$ cat src/rtl/mips_pkg.sv
// +----------------------------------------------------------------------+
// | mips_pkg : shared MIPS datapath types and widths                     |
// | Rev 1.0                                                              |
// +----------------------------------------------------------------------+
`default_nettype none

package mips_pkg;

    localparam int IMM_W  = 16;
    localparam int WORD_W = 32;

    typedef enum logic [1:0] {
        EXT_SIGN   = 2'd0,
        EXT_ZERO   = 2'd1,
        EXT_LUI    = 2'd2,
        EXT_BRANCH = 2'd3
    } ext_mode_t;

endpackage

`default_nettype wire

$ cat src/rtl/sign_extend_comb.sv
// +----------------------------------------------------------------------+
// | sign_extend_comb : zero-latency immediate extender (in, mode -> out) |
// | Rev 1.0                                                              |
// +----------------------------------------------------------------------+
`default_nettype none

module sign_extend_comb
    import mips_pkg::*;
#(
    parameter int IN_W  = IMM_W,
    parameter int OUT_W = WORD_W
) (
    input  logic [IN_W-1:0]  in,
    input  ext_mode_t        mode,
    output logic [OUT_W-1:0] result
);

    generate
        if (OUT_W <= IN_W) begin : g_width_check
            $error("sign_extend_comb: OUT_W must exceed IN_W");
        end
    endgenerate

    logic [OUT_W-1:0] w_sext;

    assign w_sext = {{(OUT_W-IN_W){in[IN_W-1]}}, in};

    always_comb begin
        result = w_sext;
        unique case (mode)
            EXT_SIGN:   result = w_sext;
            EXT_ZERO:   result = {{(OUT_W-IN_W){1'b0}}, in};
            EXT_LUI:    result = {in, {(OUT_W-IN_W){1'b0}}};
            // Word-offset to byte-offset; bits pushed past the MSB are dropped.
            EXT_BRANCH: result = {w_sext[OUT_W-3:0], 2'b00};
            default:    result = w_sext;
        endcase
    end

endmodule

`default_nettype wire

$ cat src/rtl/sign_extender.sv
// +----------------------------------------------------------------------+
// | sign_extender : registered immediate extender with valid flag        |
// | Rev 1.0                                                              |
// +----------------------------------------------------------------------+
`default_nettype none

module sign_extender
    import mips_pkg::*;
#(
    parameter int               IN_W      = IMM_W,
    parameter int               OUT_W     = WORD_W,
    parameter logic [OUT_W-1:0] RESET_VAL = '0
) (
    input  logic             clk,
    input  logic             rst_n,
    input  logic             in_valid,
    input  logic [1:0]       mode,
    input  logic [IN_W-1:0]  in,
    output logic [OUT_W-1:0] out,
    output logic             out_valid
);

    logic [OUT_W-1:0] w_result;

    sign_extend_comb #(
        .IN_W  (IN_W),
        .OUT_W (OUT_W)
    ) u_comb (
        .in     (in),
        .mode   (ext_mode_t'(mode)),
        .result (w_result)
    );

    // out keeps its last value on idle cycles; only the flag drops.
    always_ff @(posedge clk or negedge rst_n) begin
        if (!rst_n) begin
            out       <= RESET_VAL;
            out_valid <= 1'b0;
        end else begin
            out_valid <= in_valid;
            if (in_valid) begin
                out <= w_result;
            end
        end
    end

endmodule

`default_nettype wire

$ cat config.mk
export PLATFORM = sky130hd
export DESIGN_NAME = sign_extender
export DESIGN_NICKNAME = d
export VERILOG_FILES = /design/src/rtl/mips_pkg.sv /design/src/rtl/sign_extend_comb.sv /design/src/rtl/sign_extender.sv
export SDC_FILE = /design/constraint.sdc
export NUM_CORES = 1
export LEC_CHECK = 0
export ABC_AREA = 1
export CORE_MARGIN = 8
export CORE_UTILIZATION = 48
export DETAILED_ROUTE_END_ITERATION = 12
export PLACE_DENSITY = 0.82
export SYNTH_ARGS = -nofsm -noshare
export SYNTH_HDL_FRONTEND = slang
export SYNTH_SLANG_ARGS = --single-unit
$ cat constraint.sdc
create_clock -name clk -period 1.4 [get_ports clk]
set_input_delay 0.28 -clock clk [delete_from_list [all_inputs] [get_ports clk]]
set_output_delay 0.28 -clock clk [all_outputs]
set_load 0.01 [all_outputs]
==> results of run 1 <==
==> through the flow <==
stage	TNS (ns)	instance area [um2]	util	worst slack [ns]	cells
final	0	2180	0.715	0.0842	300
after global routing	0	2180	0.715	0.0400	300
after CTS	0	2180	0.715	0.0783	300
after detailed placement	-3.64	2170	0.712	-0.153	292
after global placement	-2.78	2170	0.712	-0.111	292
after floorplan	0	1540	-	0.457	195
==> cell usage after synthesis <==
master / number
inv_2: 1
clkbuf_1: 4
a21oi_1: 28
buf_2: 4
dfrtp_1: 33
buf_1: 1
nand3_1: 34
inv_1: 3
nor2_1: 15
buf_4: 3
nand2_1: 66
o21ai_0: 2
buf_6: 1
==> cell type report <==
cell class / count / area share
Clock inverter: 2 / 0.00458
Clock buffer: 6 / 0.0189
Multi-Input combinational cell: 145 / 0.286
Sequential cell: 33 / 0.378
Timing Repair Buffer: 66 / 0.280
Inverter: 4 / 0.00688
Tap cell: 44 / 0.0252
==> power by group <==
group | leakage, nW | internal [W] | switching, W
sequential | 0.405 | 0.00105 | 0.0000480
combinational | 0.699 | 0.000241 | 0.000273
clock | 0.0320 | 0.000191 | 0.000316
==> worst reg2reg max path, cell delays in order, from the launching register on <==
cell and delay (ns):
dfrtp_1 0.41, nor2_1 0.10, a21oi_1 0.05
==> layout by cell type (no fill, tap or decap), types with 3 or more instances in the layout <==
master	n
a21oi_1	28
buf_4	11
clkbuf_4	5
clkdlybuf4s50_1	20
dfrtp_1	33
dlygate4sd2_1	33
inv_1	3
nand2_1	66
nand3_1	34
nor2_1	15
==> routing by layer <==
metal	GRT usage	part of all wire	vias to the layer above
li1	-	-	763
met1	0.209	0.44	731
met2	0.273	0.48	51
met3	0.0357	0.065	7
met4	0.0867	0.016	0
met5	0	0	-
==> what timing repair did <==
item / in CTS / in global routing
gates resized for setup: 33 / 0
setup endpoints to repair: 33 / 0
buffers inserted: 0 / 0
==> cell families after synthesis <==
kind of cell           count (synthesis)
AOI/OAI and AO/OA                     30
buffers and inverters                 17
DFF                                   33
and+or+nand+nor                      115
==> state kept, by name (all words and copies together), names as in the netlist <==
register / flops
out_valid: 1
out: 32
==> worst max path at each step <==
| stage | start | endpoint | slack, ns | cells past startpoint |
|---|---|---|---|---|
| after floorplan | mode[1] | out[15] | 0.46 | 5 |
| after global placement | mode[0] | out[27] | -0.11 | 6 |
| after detailed placement | mode[1] | out[9] | -0.15 | 5 |
| after CTS | out[2] | out[2] | 0.08 | 1 |
| after global routing | out[2] | out[2] | 0.04 | 1 |
| final | out[2] | out[2] | 0.08 | 1 |
==> impl_metrics.yaml, run 1 <==
sta:
  slew_headroom: 0.720
  max_freq_mhz: 760
  clock_skew_ns: 0
  post-route-period-util: 0.940
  whs_ns: 0.292
  finalHoldViolCount: 0
  grt_setup_unrepaired: "no"
  slew_viol_final: 0
  setup_viol: 0
  tightest_slew_ns: 0.420
  period_needed_ns: 1.32
worst_setup_path:
  critPathRequiredTime_ns: 1.12
  critPathMaxStageDelay_ns: 0.41
  cp_cell_sequence: "dlygate4sd2_1"
  path_buf_inv: 1
  rr_endpoint: "out[2]"
  endpoint_kind: "output port"
  r2r_cells: 2
  cp_max_fo: 2
  rrSetupSlack_ns: 0.74
  cp_top_family: "flip-flops"
  critPathSlowestCell: "dfrtp_1"
  cp-start-kind: "flop"
  crit_arrival_ns: 1.04
  r2r-start: "out[2]"
  crit_type: "flop to output port"
global_route:
  antenna_found_initial: 0
  grt_pass1_wl_um: 7020
  grt_usage: 0.170
  grt-ovfl-total: 0
  grt_max_degree: 34
  grt_pass1_vias: 1495
clock_network:
  cts_buffers: 5
  cts_tree: "done"
  clock-sinks: 33
  root_buffer: "clkbuf_4"
  ctsHoldBuffers: 0
  clk_latency_ns: 0.34
  cts.htree.levels: 2
  cts_max_path_buffers: 2
  path_clk_slew_ns: 0.10
synth:
  synth-seq-area-share: 0.537
  avgSynthCellArea_um2: 7.89
  synth_top_family_by_area: "simple AND/OR/NAND/NOR gates"
  synth-simple-area-share: 0.308
  yosys.area.top_type_share: 0.537
  synth_nets: 216
  netlist_area_mm2: 0.00154
  synth_seq_cells: 33
  synth_top_area_cell: "dfrtp_1"
  synth-compound-area-share: 0.0976
  netlist_instances: 195
  synth.area.mux_share: 0
  synth_xor_area_frac: 0
  synth-adder-area-share: 0
  synth.area.top_cells: "dfrtp_1 (54%), nand2_1 (16%), nand3_1 (11%)"
  synth_cell_types: 13
  ys_warn_count: 0
route:
  vias: 1552
  drtIter0Drc: 110
  drc: 0
  totalWireLength_um: 4140
  first_pass_iters: 4
  routedWlPerCell_um: 13.8
  antenna_left: 0
  routed_via_density: 5.17
hold_path:
  min_path_type: "input port to asynchronous set/reset pin"
job:
  max_cap_violations: 0
pwr:
  leakagePower_nw: 1.14
  power_w: 0.00212
  irDropWorstVdd_v: 0.000708
  cellPowerDensity_mw_per_mm2: 970
place:
  port-buffer-count: 53
  dp_hpwl_um: 3070
  place_congestion: 0.874
floorplan:
  num_io_pins: 54
  die_area_mm2: 0.00527
  die_x_um: 72.6
  core_area_mm2: 0.00305
  dieHeight_um: 72.6
  num_rows: 20
  start_util: 0.504
final_layout:
  multi_input_area_um2: 624
  antenna_cells: 0
  seq_area_um2: 826
  nFillCells: 261
  drive_gt1_frac: 0.0820
  area_growth_syn_to_layout_pct: 42.0
  nNetsFinal: 276
status:
  status: "complete, no violations"
Note: power is estimated with default switching activity, not from simulation.
==> inputs of run 2 (changes only) <==
--- a/config.mk
+++ b/config.mk
@@ -7,9 +7,9 @@
 export LEC_CHECK = 0
 export ABC_AREA = 1
 export CORE_MARGIN = 8
-export CORE_UTILIZATION = 48
+export CORE_UTILIZATION = 35
 export DETAILED_ROUTE_END_ITERATION = 12
-export PLACE_DENSITY = 0.82
+export PLACE_DENSITY = 0.62
 export SYNTH_ARGS = -nofsm -noshare
 export SYNTH_HDL_FRONTEND = slang
 export SYNTH_SLANG_ARGS = --single-unit
==> run 2 against run 1 <==
Net effect:
- cell area is 2.3% higher
- setup slack better by 0.033 ns
- via count shrank 0.84%
- register-to-register slack about the same
- worst hold slack better by 0.068 ns
- sequential share of layout area shrank 0.85 points
- combinational power is essentially flat
- clock skew did not move
- utilization shrank 20 points
- critical path type is now input port to flop
- critical endpoint is now out[15]
- largest power group unchanged
- highest routed layer unchanged
==> impl_metrics.yaml, run 2 (synthesis results as in run 1) <==
place:
  place_congestion: 0.798
  dp_hpwl_um: 3180
  preCtsSetupSlack_ns: -0.169
  port-buffer-count: 53
  placed_area_mm2: 0.00217
hold_path:
  min_path_type: "input port to asynchronous set/reset pin"
worst_setup_path:
  cpMostUsedCell: "a21oi_1"
  path_buf_inv: 2
  critPathSlowestCell: "clkdlybuf4s50_1"
  cp_cell_sequence: "clkdlybuf4s50_1 > inv_1 > a21oi_1 > a21oi_1"
  endpoint_kind: "flop"
  cp-start-kind: "input port"
  cp_top_family: "buffers and inverters"
  critPathMaxStageDelay_ns: 0.48
  crit_arrival_ns: 1.48
  critPathRequiredTime_ns: 1.60
  cp_max_fo: 16
  crit_type: "input port to flop"
sta:
  setup_ws_ns: 0.117
  period_needed_ns: 1.28
  finalHoldViolCount: 0
  slew_headroom: 0.667
  grt_setup_unrepaired: "yes"
  whs_ns: 0.360
  clock_skew_ns: 0
  tns_ns: 0
  setup_viol: 0
  slew_viol_final: 0
  tightest_slew_ns: 0.498
  post-route-period-util: 0.917
  max_freq_mhz: 779
floorplan:
  num_rows: 24
  die_x_um: 82.3
  num_io_pins: 54
  dieHeight_um: 82.3
  start_util: 0.358
  core_area_mm2: 0.00429
  die_area_mm2: 0.00677
global_route:
  grt_max_degree: 34
  antenna_found_initial: 0
  grt_pass1_vias: 1465
  grt_usage: 0.139
  grt_pass1_wl_um: 7230
  grt-ovfl-total: 0
clock_network:
  cts_tree: "done"
  clk_latency_ns: 0.27
  cts_buffers: 5
  clock-sinks: 33
  path_clk_slew_ns: 0.07
  cts_max_path_buffers: 2
  cts_setup_buffers: 0
  cts.htree.levels: 2
  root_buffer: "clkbuf_8"
  ctsHoldBuffers: 0
pwr:
  irDropWorstVdd_v: 0.000540
  leakagePower_nw: 1.15
  cellPowerDensity_mw_per_mm2: 1080
route:
  routed_via_density: 5.05
  drc: 0
  antenna_left: 0
  drtIter0Drc: 70
  vias: 1539
  first_pass_iters: 4
  routedWlPerCell_um: 15.0
  totalWireLength_um: 4580
final_layout:
  antenna_cells: 0
  final_cell_mix: "nand2_1 (66), nand3_1 (34), dfrtp_1 (33), dlygate4sd2_1 (33), a21oi_1 (28)"
  largest_reg_flops: 32
  nFillCells: 447
  drive_gt1_frac: 0.0751
  final_cell_area_mm2: 0.00223
  largest-register: "out"
  area_growth_syn_to_layout_pct: 45.2
  nNetsFinal: 273
  final_common_cell: "nand2_1"
  post-route-util: 0.520
  top_regs: "out (32), out_valid (1)"
status:
  status: "complete, no violations"
job:
  max_cap_violations: 0
==> run 2: cell types whose count changed in the layout (fill, tap and decap cells not counted) <==
cell	delta
clkbuf_8	+7
clkbuf_4	-5
buf_4	-4
buf_12	+1
clkbuf_1	-1
clkinv_2	-1
==> run 2: layout make-up <==
type / count / area [um2] / share of cell area
Clock buffer: 7 / 96.3 / 0.0431
Clock inverter: 1 / 5.00 / 0.00224
Tap cell: 52 / 65.1 / 0.0291
Multi-Input combinational cell: 145 / 624 / 0.280
Inverter: 4 / 15.0 / 0.00672
Timing Repair Buffer: 63 / 602 / 0.269
Sequential cell: 33 / 826 / 0.370
==> run 2: path summary, 6_finish.rpt <==
kind	endpoint	start	cells after the start	slack, ns
worst max-delay path	out[15]	mode[1]	4	0.12
worst min-delay path	out[8]	rst_n	2	0.36
worst max register to register	out[15]	out[15]	2	0.74
worst min register to register	out[22]	out[22]	2	0.47
max in group asynchronous	out[17]	rst_n	2	0.86
min in group clk	out[22]	out[22]	2	0.47
==> run 2: worst reg2reg max path: cells and delay by family, from the launching register on <==
family | cells | cell delay [ns]
AOI/OAI and AO/OA | 1 | 0.06
DFF | 1 | 0.39
and+or+nand+nor | 1 | 0.10
==> run 2: through the flow <==
| step | total power (W) | cells |
|---|---|---|
| detailed placement | 0.00171 | 297 |
| global route | 0.00253 | 305 |
| CTS | 0.00244 | 305 |
| finish | 0.00240 | 305 |
| floorplan | 0.00135 | 195 |
| global placement | 0.00171 | 297 |
==> run 2: report_power, final <==
part | total, W | switching [W] | internal (W)
registers | 0.00110 | 0.0000504 | 0.00105
clock network | 0.000789 | 0.000345 | 0.000444
logic | 0.000513 | 0.000274 | 0.000239
==> run 2: per-layer routing <==
| metal | wire length [um] | track usage | share of wire |
|---|---|---|---|
| met1 | 1940 | 0.179 | 0.42 |
| met2 | 2210 | 0.218 | 0.48 |
| met3 | 388 | 0.0390 | 0.085 |
| met4 | 34 | 0.0474 | 0.0074 |
| met5 | 0 | 0 | 0 |
==> run 2: timing repair <==
action                     CTS  global route
gates cloned                 0             0
gates resized for setup     33             0
setup endpoints to repair   33             5
